$ cat src/rtl/mxv_pkg.sv
// Shared definitions for the matrix-vector unit host link: frame bytes,
// size limits and the result-transmit state encoding.
package mxv_pkg;

   localparam int          MAX_N      = 8;
   localparam logic [7:0]  FRAME_SOF  = 8'hFE;
   localparam logic [7:0]  FRAME_EOF  = 8'hEF;
   localparam logic [7:0]  CMD_RESULT = 8'h03;

   typedef enum logic [3:0] {
      ST_IDLE,
      ST_SOF,
      ST_LEN,
      ST_CMD,
      ST_FETCH,
      ST_WAIT_RD,
      ST_DATA_HI,
      ST_DATA_LO,
      ST_EOF,
      ST_DONE
   } tx_state_e;

   // Length byte covers the command byte plus two bytes per result: 2*N+1.
   function automatic logic [7:0] frame_len(input logic [3:0] n);
      return {3'd0, n, 1'b1};
   endfunction

endpackage

$ cat src/rtl/mxv_tx_index_counter.sv
// Result index counter for the transmit framer; flags when the index
// has reached the last result of the frame.
module mxv_tx_index_counter #(
   parameter int ADDR_W = 3
) (
   input  logic              clk,
   input  logic              rst,
   input  logic              clear,
   input  logic              inc,
   input  logic [ADDR_W-1:0] term,
   output logic [ADDR_W-1:0] index,
   output logic              last
);

   logic [ADDR_W-1:0] index_q;
   logic [ADDR_W-1:0] index_d;

   always_comb begin
      index_d = index_q;
      if (clear) begin
         index_d = '0;
      end else if (inc) begin
         index_d = index_q + 1'b1;
      end
   end

   always_ff @(posedge clk) begin
      if (rst) begin
         index_q <= '0;
      end else begin
         index_q <= index_d;
      end
   end

   assign index = index_q;
   assign last  = (index_q == term);

endmodule

$ cat src/rtl/mxv_result_tx.sv
// Reads N results from the result buffer and serialises them as a framed
// response (SOF, LEN, CMD, payload MSB first, EOF) onto a valid/ready byte link.
module mxv_result_tx #(
   parameter int DATA_W = 16,
   parameter int MAX_N  = 8,
   parameter int ADDR_W = 3
) (
   input  logic              clk,
   input  logic              rst,
   input  logic              start,
   input  logic [3:0]        N_input,
   output logic              rd_en,
   output logic [ADDR_W-1:0] rd_addr,
   input  logic [DATA_W-1:0] rd_data,
   output logic [7:0]        tx_data,
   output logic              tx_valid,
   input  logic              tx_ready,
   output logic              busy,
   output logic              done,
   output logic              err
);
   import mxv_pkg::*;

   localparam logic [3:0] MAX_N_L = 4'(MAX_N);

   tx_state_e         state_q, state_d;
   logic [3:0]        n_q, n_d;
   logic [DATA_W-1:0] hold_q, hold_d;
   logic              err_q, err_d;

   logic              cnt_clear;
   logic              cnt_inc;
   logic              cnt_last;
   logic [ADDR_W-1:0] index;
   logic [ADDR_W-1:0] term;
   logic              n_legal;

   assign n_legal = (N_input != 4'd0) && (N_input <= MAX_N_L);
   assign term    = ADDR_W'(n_q - 4'd1);

   mxv_tx_index_counter #(
      .ADDR_W (ADDR_W)
   ) u_index (
      .clk   (clk),
      .rst   (rst),
      .clear (cnt_clear),
      .inc   (cnt_inc),
      .term  (term),
      .index (index),
      .last  (cnt_last)
   );

   always_comb begin
      state_d   = state_q;
      n_d       = n_q;
      hold_d    = hold_q;
      err_d     = 1'b0;
      cnt_clear = 1'b0;
      cnt_inc   = 1'b0;
      rd_en     = 1'b0;
      tx_valid  = 1'b0;
      tx_data   = 8'h00;
      busy      = 1'b1;
      done      = 1'b0;

      case (state_q)
         ST_IDLE: begin
            busy = 1'b0;
            if (start) begin
               if (n_legal) begin
                  n_d       = N_input;
                  cnt_clear = 1'b1;
                  state_d   = ST_SOF;
               end else begin
                  err_d = 1'b1;
               end
            end
         end
         ST_SOF: begin
            tx_valid = 1'b1;
            tx_data  = FRAME_SOF;
            if (tx_ready) state_d = ST_LEN;
         end
         ST_LEN: begin
            tx_valid = 1'b1;
            tx_data  = frame_len(n_q);
            if (tx_ready) state_d = ST_CMD;
         end
         ST_CMD: begin
            tx_valid = 1'b1;
            tx_data  = CMD_RESULT;
            if (tx_ready) state_d = ST_FETCH;
         end
         ST_FETCH: begin
            rd_en   = 1'b1;
            state_d = ST_WAIT_RD;
         end
         ST_WAIT_RD: begin
            hold_d  = rd_data;
            state_d = ST_DATA_HI;
         end
         ST_DATA_HI: begin
            tx_valid = 1'b1;
            tx_data  = hold_q[DATA_W-1 -: 8];
            if (tx_ready) state_d = ST_DATA_LO;
         end
         ST_DATA_LO: begin
            tx_valid = 1'b1;
            tx_data  = hold_q[7:0];
            if (tx_ready) begin
               if (cnt_last) begin
                  state_d = ST_EOF;
               end else begin
                  cnt_inc = 1'b1;
                  state_d = ST_FETCH;
               end
            end
         end
         ST_EOF: begin
            tx_valid = 1'b1;
            tx_data  = FRAME_EOF;
            if (tx_ready) state_d = ST_DONE;
         end
         ST_DONE: begin
            busy    = 1'b0;
            done    = 1'b1;
            state_d = ST_IDLE;
         end
         default: begin
            busy    = 1'b0;
            state_d = ST_IDLE;
         end
      endcase
   end

   always_ff @(posedge clk) begin
      if (rst) begin
         state_q <= ST_IDLE;
         n_q     <= 4'd0;
         hold_q  <= '0;
         err_q   <= 1'b0;
      end else begin
         state_q <= state_d;
         n_q     <= n_d;
         hold_q  <= hold_d;
         err_q   <= err_d;
      end
   end

   // The read address is the live index so it stays put while a result drains.
   assign rd_addr = index;
   assign err     = err_q;

endmodule

$ cat config.mk
export PLATFORM = sky130hd
export DESIGN_NAME = mxv_result_tx
export DESIGN_NICKNAME = d
export VERILOG_FILES = /design/src/rtl/mxv_pkg.sv /design/src/rtl/mxv_tx_index_counter.sv /design/src/rtl/mxv_result_tx.sv
export SDC_FILE = /design/constraint.sdc
export NUM_CORES = 1
export LEC_CHECK = 0
export BUFFER_PORTS_ARGS = -buffer_cell sky130_fd_sc_hd__buf_2
export CAP_MARGIN = 20
export CORE_ASPECT_RATIO = 1.5
export CORE_UTILIZATION = 56
export DETAILED_ROUTE_END_ITERATION = 8
export PLACE_DENSITY = 0.94
export SLEW_MARGIN = 10
export SYNTH_ARGS = -nofsm -noshare
export SYNTH_HDL_FRONTEND = slang
export SYNTH_SLANG_ARGS = --single-unit
$ cat constraint.sdc
create_clock -name clk -period 3.95 [get_ports clk]
set_clock_uncertainty 0.2 [all_clocks]
set_input_delay 0.395 -clock clk [delete_from_list [all_inputs] [get_ports clk]]
set_output_delay 0.395 -clock clk [all_outputs]
set_load 0.05 [all_outputs]
==> results.env, run 1 <==
CRIT_PATH_CELL_TRACE='inv_1, nor3_1, a31oi_1, o21ai_1, buf_2'
COUNT_OF_FLIP_FLOPS_WITH_A_BUILT_IN_ENABLE_AFTER_SYNTHESIS=0
SYNTH.AREA.TOP_CELLS='sky130_fd_sc_hd__dfxtp_1, sky130_fd_sc_hd__a21oi_1, sky130_fd_sc_hd__nand2_1, sky130_fd_sc_hd__mux2_2, sky130_fd_sc_hd__mux2i_1'
CTS_ROOT_BUFFER='sky130_fd_sc_hd__clkbuf_8'
TRITONCTS='yes'
TOTALWIRELENGTH_UM=3550
YOSYS_WARNINGS=0
MAXIMUM_SINGLE_STAGE_DELAY_ON_THE_CRITICAL_PATH_PS=820
FP.DIEW_UM=45.2
YOSYS.CELL_COUNT.TOP_TYPE='sky130_fd_sc_hd__nand2_1'
SHARE_OF_SYNTHESIZED_FLIP_FLOPS_WITH_AN_ASYNCHRONOUS_SET_OR_RESET_PCT=0
FINAL_MAX_SLEW_VIOL_COUNT=0
YOSYS.AREA.TOP_TYPE_SHARE_PCT=35.8
TIMING.CRITICAL_PATH.FANOUT_MAX=21
POSTSYNTHCELLCOUNT=198
MAPPEDNETLISTNETS=224
FINAL.MIN_CLOCK_PERIOD_PS=2920
FINAL_HOLD_SLACK_PS=150
SYNTH.TOP_CELLS.BY_COUNT='sky130_fd_sc_hd__nand2_1, sky130_fd_sc_hd__a21oi_1, sky130_fd_sc_hd__dfxtp_1'
YOSYSTOPAREACELL='sky130_fd_sc_hd__dfxtp_1'
BUFFER_PORTS.INSERTED=39
STARTPOINT_TYPE='flip-flop'
POST-CTS-SETUP-BUFFER-COUNT=0
HOLD_PATH_CLASS='primary input to flip-flop'
FINAL-SETUP-VIOL-COUNT=0
TIMING_WORST_SLEW_PIN_VALUE_PS=863
FRACTION_OF_LAYOUT_CELLS_WITH_A_SIZE_SUFFIX_ABOVE_1_PCT=23.3
GLOBALROUTE.TOTALOVERFLOW=0
ROUTEDWLPERCELL_UM=13.4
DIE_Y_UM=66.8
AREAGROWTHSYNTHTOFINISH_PCT=13.4
TOTAL_NEGATIVE_SETUP_SLACKS_PS=0
MAX-VDD-IR-DROP_mV=0.286
FINALNETCOUNT=255
YS_DOMINANT_REG_CELL='sky130_fd_sc_hd__dfxtp_1'
DRT_FIRST_PASS_ITERS=4
INITIAL_ANTENNA_VIOLATION_COUNT=0
FINAL.PERIOD_UTILIZATION_PCT=73.8
ANTENNA-DIODE-COUNT=0
TOTAL_POWER_AFTER_LAYOUT_W=0.000604
YS_SEQ_ELEMENTS=28
FLOORPLAN.ROWS=23
RELSLEWSLACK_PCT=42.4
TIMING.CRITICAL_PATH.ARRIVAL_PS=2320
P_LEAK_nW=0.710
SYN_AREA_UM2=1570
CTS_BUFFERS=3
GRT_FIRST_PASS_WIRELENGTH_UM=5720
CTS_MAX_LEVEL=1
GRT_MAX_DEGREE=27
FINAL_ANTENNA_NET_COUNT=0
YS_SEQ_AREA_SHARE_PCT=35.8
STATUS='finished clean'
CRIT_REQUIRED_PS=3360
SYNTH_CELL_TYPE_COUNT=42
SETUP_CRIT_PATH_KIND='flip-flop to output port'
VIAS=1546
RSZ_0062_RAISED_AFTER_GLOBAL_ROUTING='false'
GR-USAGE-ALL-LAYERS_PCT=25.1
DESIGN.PORTCOUNT=40
DESIGN.CORE.AREA_UM2=2680
UTILIZATION_PCT=66.4
START_UTIL_PCT=58.6
MAX_CLOCK_FREQ_GHz=0.343
POWER_DENSITY_nW_PER_UM2=340
CTS_RESIZED=0
CTS-ROOT-TO-SINK-BUFFERS=2
DP_HPWL_UM=2510
CPMAXSTAGEDELAYCELL='sky130_fd_sc_hd__dfxtp_1'
DIE-AREA_UM2=3020
CLK_TRANSITION_REPORTED_PATHS_PS=90
GRT_PASS1_VIAS=1364
AVG_SYNTHESIZED_CELL_AREA_UM2=7.92
INSERTION_DELAY_PS=270
NUMBER_OF_REMAINING_DRC_ERRORS=0
DRTITER0DRC=68
CAP_VIOL_MAX_COUNT=0
HOLD_VIOL=0
VIAS_PER_CELL=5.86
POSTCTSHOLDBUFS=0
KIND_OF_END_POINT_OF_THE_CRITICAL_PATH='output port'
CTS.SINK_COUNT=28
FINALWEIGHTEDCONGESTION=0.890
[layout make-up]
cell class                 count  area (um^2)
clock buffer                   3         41.3
fill                         208          898
inverter                       5         18.8
multi-input combinational    151          908
sequential                    28          561
tap                           37         46.3
timing repair buffer          40          203
[cells by family (layout without fill, tap and decap cells)]
| family | after synthesis | count (layout) | share of synthesized area (%) |
|---|---|---|---|
| xor+xnor | 5 | 5 | 3.75 |
| fa+ha+maj | 2 | 2 | 1.60 |
| mux | 12 | 12 | 8.14 |
| buf+inv | 19 | 48 | 6.31 |
| simple gates | 77 | 77 | 24.1 |
| flops | 28 | 28 | 35.8 |
| compound gates | 55 | 55 | 20.4 |
[registers in the layout, summed over array words and instances, names as in the netlist]
name and cells:
u_index.index 3, hold_q 16, n_q 4, err 1
state_q 4
[critical path, delay by kind of cell, from the launching register on]
family	cells	cell delay (ps)
flops	1	820
simple gates	1	480
compound gates	2	260
buf+inv	2	490
[per-stage QoR]
step	cells	instance area (um^2)	setup WS (ps)
5_1_grt	264	1780	802
4_1_cts	264	1780	1040
3_3_place_gp	261	1740	1460
2_1_floorplan	198	1570	1190
3_5_place_dp	261	1740	1370
6_report	264	1780	1030
[power breakdown]
group	switching, W	internal, W
clock	0.0000849	0.0000685
sequential	0.0000149	0.000287
combinational	0.000100	0.0000480
total	0.000200	0.000404
[layer usage]
metal	track usage (%)	wire [um]	vias up
met3	3.52	180	13
met2	43.5	1880	67
met1	30.0	1400	708
met4	9.85	89	0
met5	0	0	-
li1	-	-	758
[path summary, 6_finish.rpt]
check	cells past startpoint	end	from	slack, ps
setup reg to reg	4	hold_q[3]	state_q[0]	1700
setup / recovery	5	tx_data[6]	state_q[0]	1030
hold reg to reg	2	hold_q[5]	hold_q[5]	260
hold / removal	3	hold_q[6]	rd_data[6]	150
[placed cells by master, fill, tap and decap left out, types with 3 or more instances in the layout]
cell	count
sky130_fd_sc_hd__a21oi_1	29
sky130_fd_sc_hd__a31oi_1	3
sky130_fd_sc_hd__buf_2	39
sky130_fd_sc_hd__clkbuf_8	3
sky130_fd_sc_hd__dfxtp_1	28
sky130_fd_sc_hd__inv_1	5
sky130_fd_sc_hd__mux2_2	6
sky130_fd_sc_hd__mux2i_1	6
sky130_fd_sc_hd__nand2_1	35
sky130_fd_sc_hd__nor2_1	15
sky130_fd_sc_hd__nor3_1	6
sky130_fd_sc_hd__o21ai_0	4
sky130_fd_sc_hd__o21ai_1	8
sky130_fd_sc_hd__or3_1	3
Power figures use the tool's default switching activity.
==> run 2, diff against run 1 <==
CORE_UTILIZATION = 52   (was 56)
PLACE_DENSITY = 0.88   (was 0.94)
clock period = 2.9 ns   (was 3.95 ns; I/O delays follow)
==> run 2 against run 1 <==
Effect of this change: global-route usage down 2.0 points; largest cell class unchanged; count of clock-buffer cells in the layout up 1; critical endpoint is now tx_data[3]; hold slack worse by 110 ps; wire length down 3.5%; sequential power up 34%; largest power group unchanged; critical path depth unchanged; non-clock buffer count up 2; via count down 2.8%; cell count up 1.9%.
==> results.env, run 2 (synthesis gave the netlist of run 1 again) <==
NUMPLACEDINSTANCES=265
GRT_MAX_DEGREE=27
DRT_FIRST_PASS_ITERS=4
CRIT_PATH_CELL_TRACE='nor2_1, a22o_2, a21oi_1, o21ai_1, buf_2'
CTS-ROOT-TO-SINK-BUFFERS=2
COMMONEST_NON_FILL_NON_TAP_CELL_IN_THE_LAYOUT='sky130_fd_sc_hd__buf_2'
MAXIMUM_SINGLE_STAGE_DELAY_ON_THE_CRITICAL_PATH_PS=760
VIAS_PER_CELL=5.59
DESIGN.PORTCOUNT=40
DIE-AREA_UM2=3240
DESIGN_AREA_FINAL_UM2=1810
FINALNETCOUNT=257
MAX_CLOCK_FREQ_GHz=0.397
BUFFER_PORTS.INSERTED=39
TIMING.CRITICAL_PATH.ARRIVAL_PS=2030
FINAL_ANTENNA_NET_COUNT=0
CTS_RESIZED=0
NUMBER_OF_REMAINING_DRC_ERRORS=0
FLOORPLAN.ROWS=24
TIMING.CRITICAL_PATH.FANOUT_MAX=21
GRT_PASS1_VIAS=1378
POWER_DENSITY_nW_PER_UM2=476
P_SW_W=0.000280
STARTPOINT_TYPE='flip-flop'
CTS_BUFFERS=3
LARGEST_REGISTERS='hold_q (16), n_q (4), state_q (4)'
TRITONCTS='yes'
ANTENNA-DIODE-COUNT=0
AREAGROWTHSYNTHTOFINISH_PCT=15.4
DESIGN.CORE.AREA_UM2=2880
TOTALWIRELENGTH_UM=3430
RSZ_0062_RAISED_AFTER_GLOBAL_ROUTING='false'
VIAS=1503
CPMAXSTAGEDELAYCELL='sky130_fd_sc_hd__dfxtp_1'
MOSTFREQUENTLAYOUTCELLS='sky130_fd_sc_hd__buf_2, sky130_fd_sc_hd__nand2_1, sky130_fd_sc_hd__a21oi_1, sky130_fd_sc_hd__dfxtp_1, sky130_fd_sc_hd__nor2_1'
FP.DIEW_UM=46.8
CLOCK_POWER_SHARE_PCT=28.6
STATUS='finished clean'
P_LEAK_nW=0.727
LARGEST_REGISTER_FFS=16
CAP_VIOL_MAX_COUNT=0
POST-CTS-SETUP-BUFFER-COUNT=0
UTILIZATION_PCT=62.8
MAX_FLOP_REGISTER='hold_q'
START_UTIL_PCT=54.4
TIMING_WORST_SLEW_PIN_VALUE_PS=711
RELSLEWSLACK_PCT=52.2
FINAL_HOLD_SLACK_PS=38.1
CTS_MAX_LEVEL=1
CRIT_REQUIRED_PS=2410
FILL_CELLS=279
FINALWEIGHTEDCONGESTION=0.845
INITIAL_ANTENNA_VIOLATION_COUNT=0
MAX-VDD-IR-DROP_mV=0.323
TOTAL_NEGATIVE_SETUP_SLACKS_PS=0
DRTITER0DRC=22
FINAL-SETUP-VIOL-COUNT=0
FINAL.PERIOD_UTILIZATION_PCT=86.8
GR-USAGE-ALL-LAYERS_PCT=23.1
CTS.SINK_COUNT=28
PWR-SHARE-SEQ_PCT=47.1
INTERNAL_POWER_W=0.000580
INSTANCES_NO_FILL=269
DETAILED_PLACE.AREA_UM2=1750
INSERTION_DELAY_PS=280
KIND_OF_END_POINT_OF_THE_CRITICAL_PATH='output port'
DIE_Y_UM=69.3
GRT_FIRST_PASS_WIRELENGTH_UM=5660
HOLD_VIOL=0
FINAL_MAX_SLEW_VIOL_COUNT=0
SETUP_CRIT_PATH_KIND='flip-flop to output port'
CTS_ROOT_BUFFER='sky130_fd_sc_hd__clkbuf_8'
GLOBALROUTE.TOTALOVERFLOW=0
DP_HPWL_UM=2440
ROUTEDWLPERCELL_UM=12.7
POWER_SWITCHING_SHARE_PCT=32.6
HOLD_PATH_CLASS='primary input to flip-flop'
CLK_TRANSITION_REPORTED_PATHS_PS=100
POSTCTSHOLDBUFS=0
FRACTION_OF_LAYOUT_CELLS_WITH_A_SIZE_SUFFIX_ABOVE_1_PCT=24.3
FINAL.MIN_CLOCK_PERIOD_PS=2520
COMBPWRFRAC_PCT=24.2
## run 2: power groups by stage
stage	clock network [W]	registers, W	logic, W
after floorplan	0	0.000407	0.000167
final	0.000246	0.000406	0.000208
after global routing	0.000264	0.000408	0.000223
after global placement	0	0.000414	0.000205
after CTS	0.000247	0.000406	0.000209
after detailed placement	0	0.000414	0.000207
## run 2: worst max-delay path, delay by kind of cell, from the launching register on
kind	cells	cell delay, ps
buf+inv	1	220
compound gates	3	530
flops	1	760
simple gates	1	240
## run 2: final timing paths
path | from | end | slack, ps | depth (start not counted)
setup / recovery | state_q[2] | tx_data[3] | 380 | 5
hold reg to reg | hold_q[6] | hold_q[6] | 260 | 2
setup reg to reg | state_q[2] | n_q[1] | 760 | 4
hold / removal | rd_data[1] | hold_q[1] | 40 | 3
## run 2: cell type report
| type | instances | area (um^2) | area share, % |
|---|---|---|---|
| multi-input cells | 151 | 908 | 50.2 |
| flip-flops and latches | 28 | 561 | 31.0 |
| repair buffers | 42 | 218 | 12.0 |
| clock buffers | 4 | 55.1 | 3.04 |
| well taps | 39 | 48.8 | 2.70 |
| inverters | 5 | 18.8 | 1.04 |
## run 2: metal layers
| metal | share of wire [%] | global-route usage [%] | vias up |
|---|---|---|---|
| li1 | - | - | 762 |
| met1 | 40 | 26.7 | 685 |
| met2 | 53 | 39.5 | 44 |
| met3 | 3.9 | 2.60 | 12 |
| met4 | 3.4 | 11.1 | 0 |
| met5 | 0 | 0 | - |
## run 2: through the flow
stage / worst slack [ps] / power, W
global placement: 790 / 0.000619
finish: 382 / 0.000861
detailed placement: 794 / 0.000621
CTS: 416 / 0.000862
floorplan: 249 / 0.000573
global route: 263 / 0.000894
